[src/rtl/guess_judge.sv]
// Number-guessing round judge: latches an LFSR target, scores SW guesses on KEY
// presses, and drives hint/try/timeout status. Round timeout enabled by GUESS_TIMEOUT_EN.
module guess_judge #(
  parameter int unsigned WIDTH         = 7,
  parameter int unsigned MAX_TRIES     = 7,
  parameter int unsigned TIMEOUT_TICKS = 30
) (
  input  logic             clk,
  input  logic             rst,
  input  logic             slow_clk,
  input  logic [WIDTH-1:0] rand_num,
  input  logic [WIDTH-1:0] guess,
  input  logic             submit,
  input  logic             start,
  output logic             hint_hi,
  output logic             hint_lo,
  output logic             win,
  output logic             lose,
  output logic [3:0]       tries,
  output logic [7:0]       time_left,
  output logic             playing
);

  typedef enum logic [1:0] {
    S_IDLE,
    S_PLAY,
    S_WIN,
    S_LOSE
  } state_e;

  localparam logic [3:0] MaxTries     = 4'(MAX_TRIES);
  localparam logic [7:0] TimeoutTicks = 8'(TIMEOUT_TICKS);

  state_e           state_q, state_d;
  logic [WIDTH-1:0] target_q, target_d;
  logic [3:0]       tries_q, tries_d;
  logic [7:0]       time_left_q, time_left_d;
  logic             hint_hi_q, hint_hi_d;
  logic             hint_lo_q, hint_lo_d;
  logic             win_q, win_d;
  logic             lose_q, lose_d;
  logic             playing_q, playing_d;

  logic             submit_prev_q, start_prev_q;
  logic             submit_ev, start_ev;
  logic             won, lost;
  logic [3:0]       tries_inc;

  assign submit_ev = submit & ~submit_prev_q;
  assign start_ev  = start & ~start_prev_q;
  assign tries_inc = (tries_q == 4'hF) ? tries_q : tries_q + 4'd1;

`ifdef GUESS_TIMEOUT_EN
  logic slow_prev_q;
  logic tick_ev;

  assign tick_ev = slow_clk & ~slow_prev_q;

  always_ff @(posedge clk) begin
    if (rst) slow_prev_q <= 1'b1;
    else     slow_prev_q <= slow_clk;
  end
`else
  logic unused_slow_clk;
  assign unused_slow_clk = slow_clk;
`endif

  always_comb begin
    state_d     = state_q;
    target_d    = target_q;
    tries_d     = tries_q;
    time_left_d = time_left_q;
    hint_hi_d   = hint_hi_q;
    hint_lo_d   = hint_lo_q;
    win_d       = win_q;
    lose_d      = lose_q;
    playing_d   = playing_q;
    won         = 1'b0;
    lost        = 1'b0;

    case (state_q)
      S_PLAY: begin
        if (submit_ev) begin
          tries_d = tries_inc;
          if (guess == target_q) begin
            won = 1'b1;
          end else begin
            hint_hi_d = (guess > target_q);
            hint_lo_d = (guess < target_q);
            if (tries_inc == MaxTries) lost = 1'b1;
          end
        end
`ifdef GUESS_TIMEOUT_EN
        // A correct guess takes priority: the coincident tick is discarded.
        if (tick_ev && !won) begin
          if (time_left_q != 8'd0) time_left_d = time_left_q - 8'd1;
          if (time_left_q == 8'd1) lost = 1'b1;
        end
`endif
        if (won) begin
          state_d   = S_WIN;
          win_d     = 1'b1;
          hint_hi_d = 1'b0;
          hint_lo_d = 1'b0;
          playing_d = 1'b0;
        end else if (lost) begin
          state_d   = S_LOSE;
          lose_d    = 1'b1;
          playing_d = 1'b0;
        end
`ifndef GUESS_TIMEOUT_EN
        if (won || lost) time_left_d = '0;
`endif
      end
      default: begin
        if (start_ev) begin
          state_d     = S_PLAY;
          target_d    = rand_num;
          tries_d     = '0;
          time_left_d = TimeoutTicks;
          hint_hi_d   = 1'b0;
          hint_lo_d   = 1'b0;
          win_d       = 1'b0;
          lose_d      = 1'b0;
          playing_d   = 1'b1;
        end
      end
    endcase
  end

  always_ff @(posedge clk) begin
    if (rst) begin
      state_q       <= S_IDLE;
      target_q      <= '0;
      tries_q       <= '0;
      time_left_q   <= '0;
      hint_hi_q     <= 1'b0;
      hint_lo_q     <= 1'b0;
      win_q         <= 1'b0;
      lose_q        <= 1'b0;
      playing_q     <= 1'b0;
      submit_prev_q <= 1'b1;
      start_prev_q  <= 1'b1;
    end else begin
      state_q       <= state_d;
      target_q      <= target_d;
      tries_q       <= tries_d;
      time_left_q   <= time_left_d;
      hint_hi_q     <= hint_hi_d;
      hint_lo_q     <= hint_lo_d;
      win_q         <= win_d;
      lose_q        <= lose_d;
      playing_q     <= playing_d;
      submit_prev_q <= submit;
      start_prev_q  <= start;
    end
  end

  assign hint_hi   = hint_hi_q;
  assign hint_lo   = hint_lo_q;
  assign win       = win_q;
  assign lose      = lose_q;
  assign tries     = tries_q;
  assign time_left = time_left_q;
  assign playing   = playing_q;

endmodule

[config.mk]
export PLATFORM = sky130hd
export DESIGN_NAME = guess_judge
export DESIGN_NICKNAME = d
export VERILOG_FILES = /design/src/rtl/guess_judge.sv
export SDC_FILE = /design/constraint.sdc
export NUM_CORES = 1
export LEC_CHECK = 0
export ABC_AREA = 1
export CORE_MARGIN = 2
export CORE_UTILIZATION = 45
export DETAILED_ROUTE_END_ITERATION = 10
export PLACE_DENSITY = 0.77
export SYNTH_ARGS = -nofsm -noshare
export SYNTH_HDL_FRONTEND = slang
export SYNTH_SLANG_ARGS = --single-unit
[constraint.sdc]
create_clock -name clk -period 1.8 [get_ports clk]
set_input_delay 0.27 -clock clk [delete_from_list [all_inputs] [get_ports clk]]
set_output_delay 0.27 -clock clk [all_outputs]
set_load 0.005 [all_outputs]
==> impl_metrics.toml <==
[synth]
synth_edf_count = 0
syn_area_mm2 = 0.00110
synth_area_leader_cell = "dfxtp_1"
syn_inst = 145
yosys-top-cells-area = "dfxtp_1, ha_1, nand2_1, a21oi_1, buf_4"
synth_warnings = 0
yosys.cell_count.top_type = "nand2_1"
ys_async_sr_fraction_pct = 0
ys_seq_elements = 20
seq_area_frac_synth_pct = 36.4
synth_flop_cell = "dfxtp_1"
synth_cell_types = 25
synth_common_cells = "nand2_1, dfxtp_1, a21oi_1, inv_1, nand3_1"
synth_top_area_share_pct = 36.4
avgSynthCellArea_um2 = 7.59

[detailed_routing]
wl_per_cell_um = 10.9
via_per_inst = 4.91
wirelength_um = 2210
drtIter0Drc = 8
drc_errors = 0
first_pass_iters = 4
dr_total_vias = 992
ant_nets = 0

[critical_path]
path_buf_inv = 1
rr_endpoint = "state_q[0]"
crit-reg2reg-launch = "target_q[6]"
critPathSlowestCell = "clkdlybuf4s50_1"
worst_ep_arrival_time_ps = 1340
crit_type = "reg2out"
cp_data_required_time_ps = 1530
critPathCaptureType = "output pin"
start_kind = "flop"
cp_max_fo = 7
r2r_slack_ps = 270
critical-path-max-stage-delay_ps = 550
critPathTopFamily = "buffers and inverters"
worstRegToRegCells = 8
path_cells = "clkdlybuf4s50_1"

[run_status]
status = "completed"

[timing]
hold_viol_final = 0
setup_viol = 0
rsz0062_at_grt = "no"
period_share_pct = 89.4
period_needed_ps = 1610
fin_skew_ps = 7.97
fin_tns_setup_ps = 0
timing.fmax_ghz = 0.622
finalMaxSlewViolations = 0

[global_route]
grt_pass1_vias = 974
grt_max_degree = 17
antenna_found_initial = 0
grt_usage_pct = 18.3
overflow = 0
grt_first_pass_wirelength_um = 3830

[floorplan]
dieHeight_um = 53.5
core_mm2 = 0.00225
die_w_um = 53.5
ioPinCount = 36
rows = 17
die_area_mm2 = 0.00286
start_util_pct = 48.8

[power]
p_total_mw = 0.873
p_leak_nw = 0.577
power.switching_mw = 0.213
power.internal_mw = 0.659
pwr_density_cell_mw_per_mm2 = 613
combPwrFrac_pct = 16.8
seq_power_share_pct = 53.2
vdd_drop_max_mv = 0.492
clkPwrFrac_pct = 30.0
swShare_pct = 24.4

[cells_and_area]
nets = 202
syn_to_final_growth_pct = 29.3
final.fill_count = 230
drive_above_1_share_pct = 12.6
utilization_pct = 63.2
n_antenna_cell = 0

[clock_network]
cts.clk_slew.worst_paths_ps = 120
cts_buffers = 3
root_buffer = "clkbuf_4"
cts_sinks = 20
cts_tree = "built"
clock_latency_ps = 300
ctsResizeCount = 0
postCtsSetupRepairBufs = 0
hold_buffers = 0
cts.path.max_buffers = 2
htreeDepth = 1

[run]
cap_violations = 0

[min_path]
worstHoldPathType = "reg2reg"
whs_path_depth = 2
whs_endpoint = "win"
holdCritStartpoint = "win"

[placement]
routabilityCongestion = 0.732
io_buffers = 30
hpwl_um = 1760
[power by group through the flow]
| stage | Clock, mW | Combinational [mW] | Sequential [mW] |
|---|---|---|---|
| final | 0.262 | 0.147 | 0.464 |
| after global routing | 0.289 | 0.168 | 0.466 |
| after CTS | 0.267 | 0.148 | 0.465 |
| after detailed placement | 0 | 0.147 | 0.474 |
| after global placement | 0 | 0.142 | 0.474 |
| after floorplan | 0 | 0.0884 | 0.473 |
[cell type report]
cell class | instances | area, µm² | share of cell area, %
Tap cell | 28 | 35.0 | 2.46
Clock buffer | 4 | 36.3 | 2.55
Sequential cell | 20 | 400 | 28.1
Multi-Input combinational cell | 97 | 554 | 38.9
Timing Repair Buffer | 33 | 323 | 22.7
Inverter | 20 | 75.1 | 5.27
[routing by layer]
metal  vias up  global-route usage, %  share of wire, %
met1       452                   19.4                42
met2        20                   35.8                53
met5         -                      0                 0
met3         5                   2.54               3.0
met4         0                   6.41               1.3
li1        515                      -                 -
[cell usage in the layout (no fill, tap or decap), drive strengths merged]
| cell type | instances |
|---|---|
| a21oi | 18 |
| ha | 8 |
| nor2 | 8 |
| inv | 20 |
| o21a | 1 |
| clkdlybuf4s50 | 30 |
| clkbuf | 4 |
| o21ai | 9 |
| conb | 4 |
| dfxtp | 20 |
| buf | 3 |
| xor2 | 1 |
| or2 | 1 |
| nand3 | 12 |
| nor3 | 3 |
| nand4 | 2 |
| nand2 | 30 |
[through the flow]
step	cell area (µm²)	hold slack [ps]	setup WS, ps	std cells
after detailed placement	1390	455	-63.2	198
after global routing	1420	487	116	202
after global placement	1390	442	-33.3	198
after floorplan	1110	377	419	148
final	1420	467	192	202
after CTS	1420	472	176	202
[cell families (layout without fill, tap and decap cells)]
kind of cell,after synthesis,in the layout,share of synthesized area (%)
AOI/OAI and AO/OA,28,28,13.0
xor gates and xnor gates,1,1,0.796
adders and majority gates,8,8,9.09
buffers and inverters,31,57,14.3
DFF,20,20,36.4
other,1,4,0.341
and+or+nand+nor,56,56,26.1
[flip-flops by register name, indices dropped and copies added (netlist names)]
register / cells
start_prev_q: 1
hint_hi: 1
win: 1
submit_prev_q: 1
time_left: 1
hint_lo: 1
tries: 4
lose: 1
target_q: 7
state_q: 2
[worst max-delay path by stage]
stage	from	endpoint	slack [ps]	cells past startpoint
after floorplan	target_q[6]	time_left[3]	420	7
after global placement	guess[6]	time_left[3]	-30	7
after detailed placement	guess[0]	state_q[0]	-60	9
after CTS	tries[2]	tries[2]	180	1
after global routing	tries[0]	state_q[1]	120	11
final	tries[2]	tries[2]	190	1
Power figures use the tool's default switching activity.
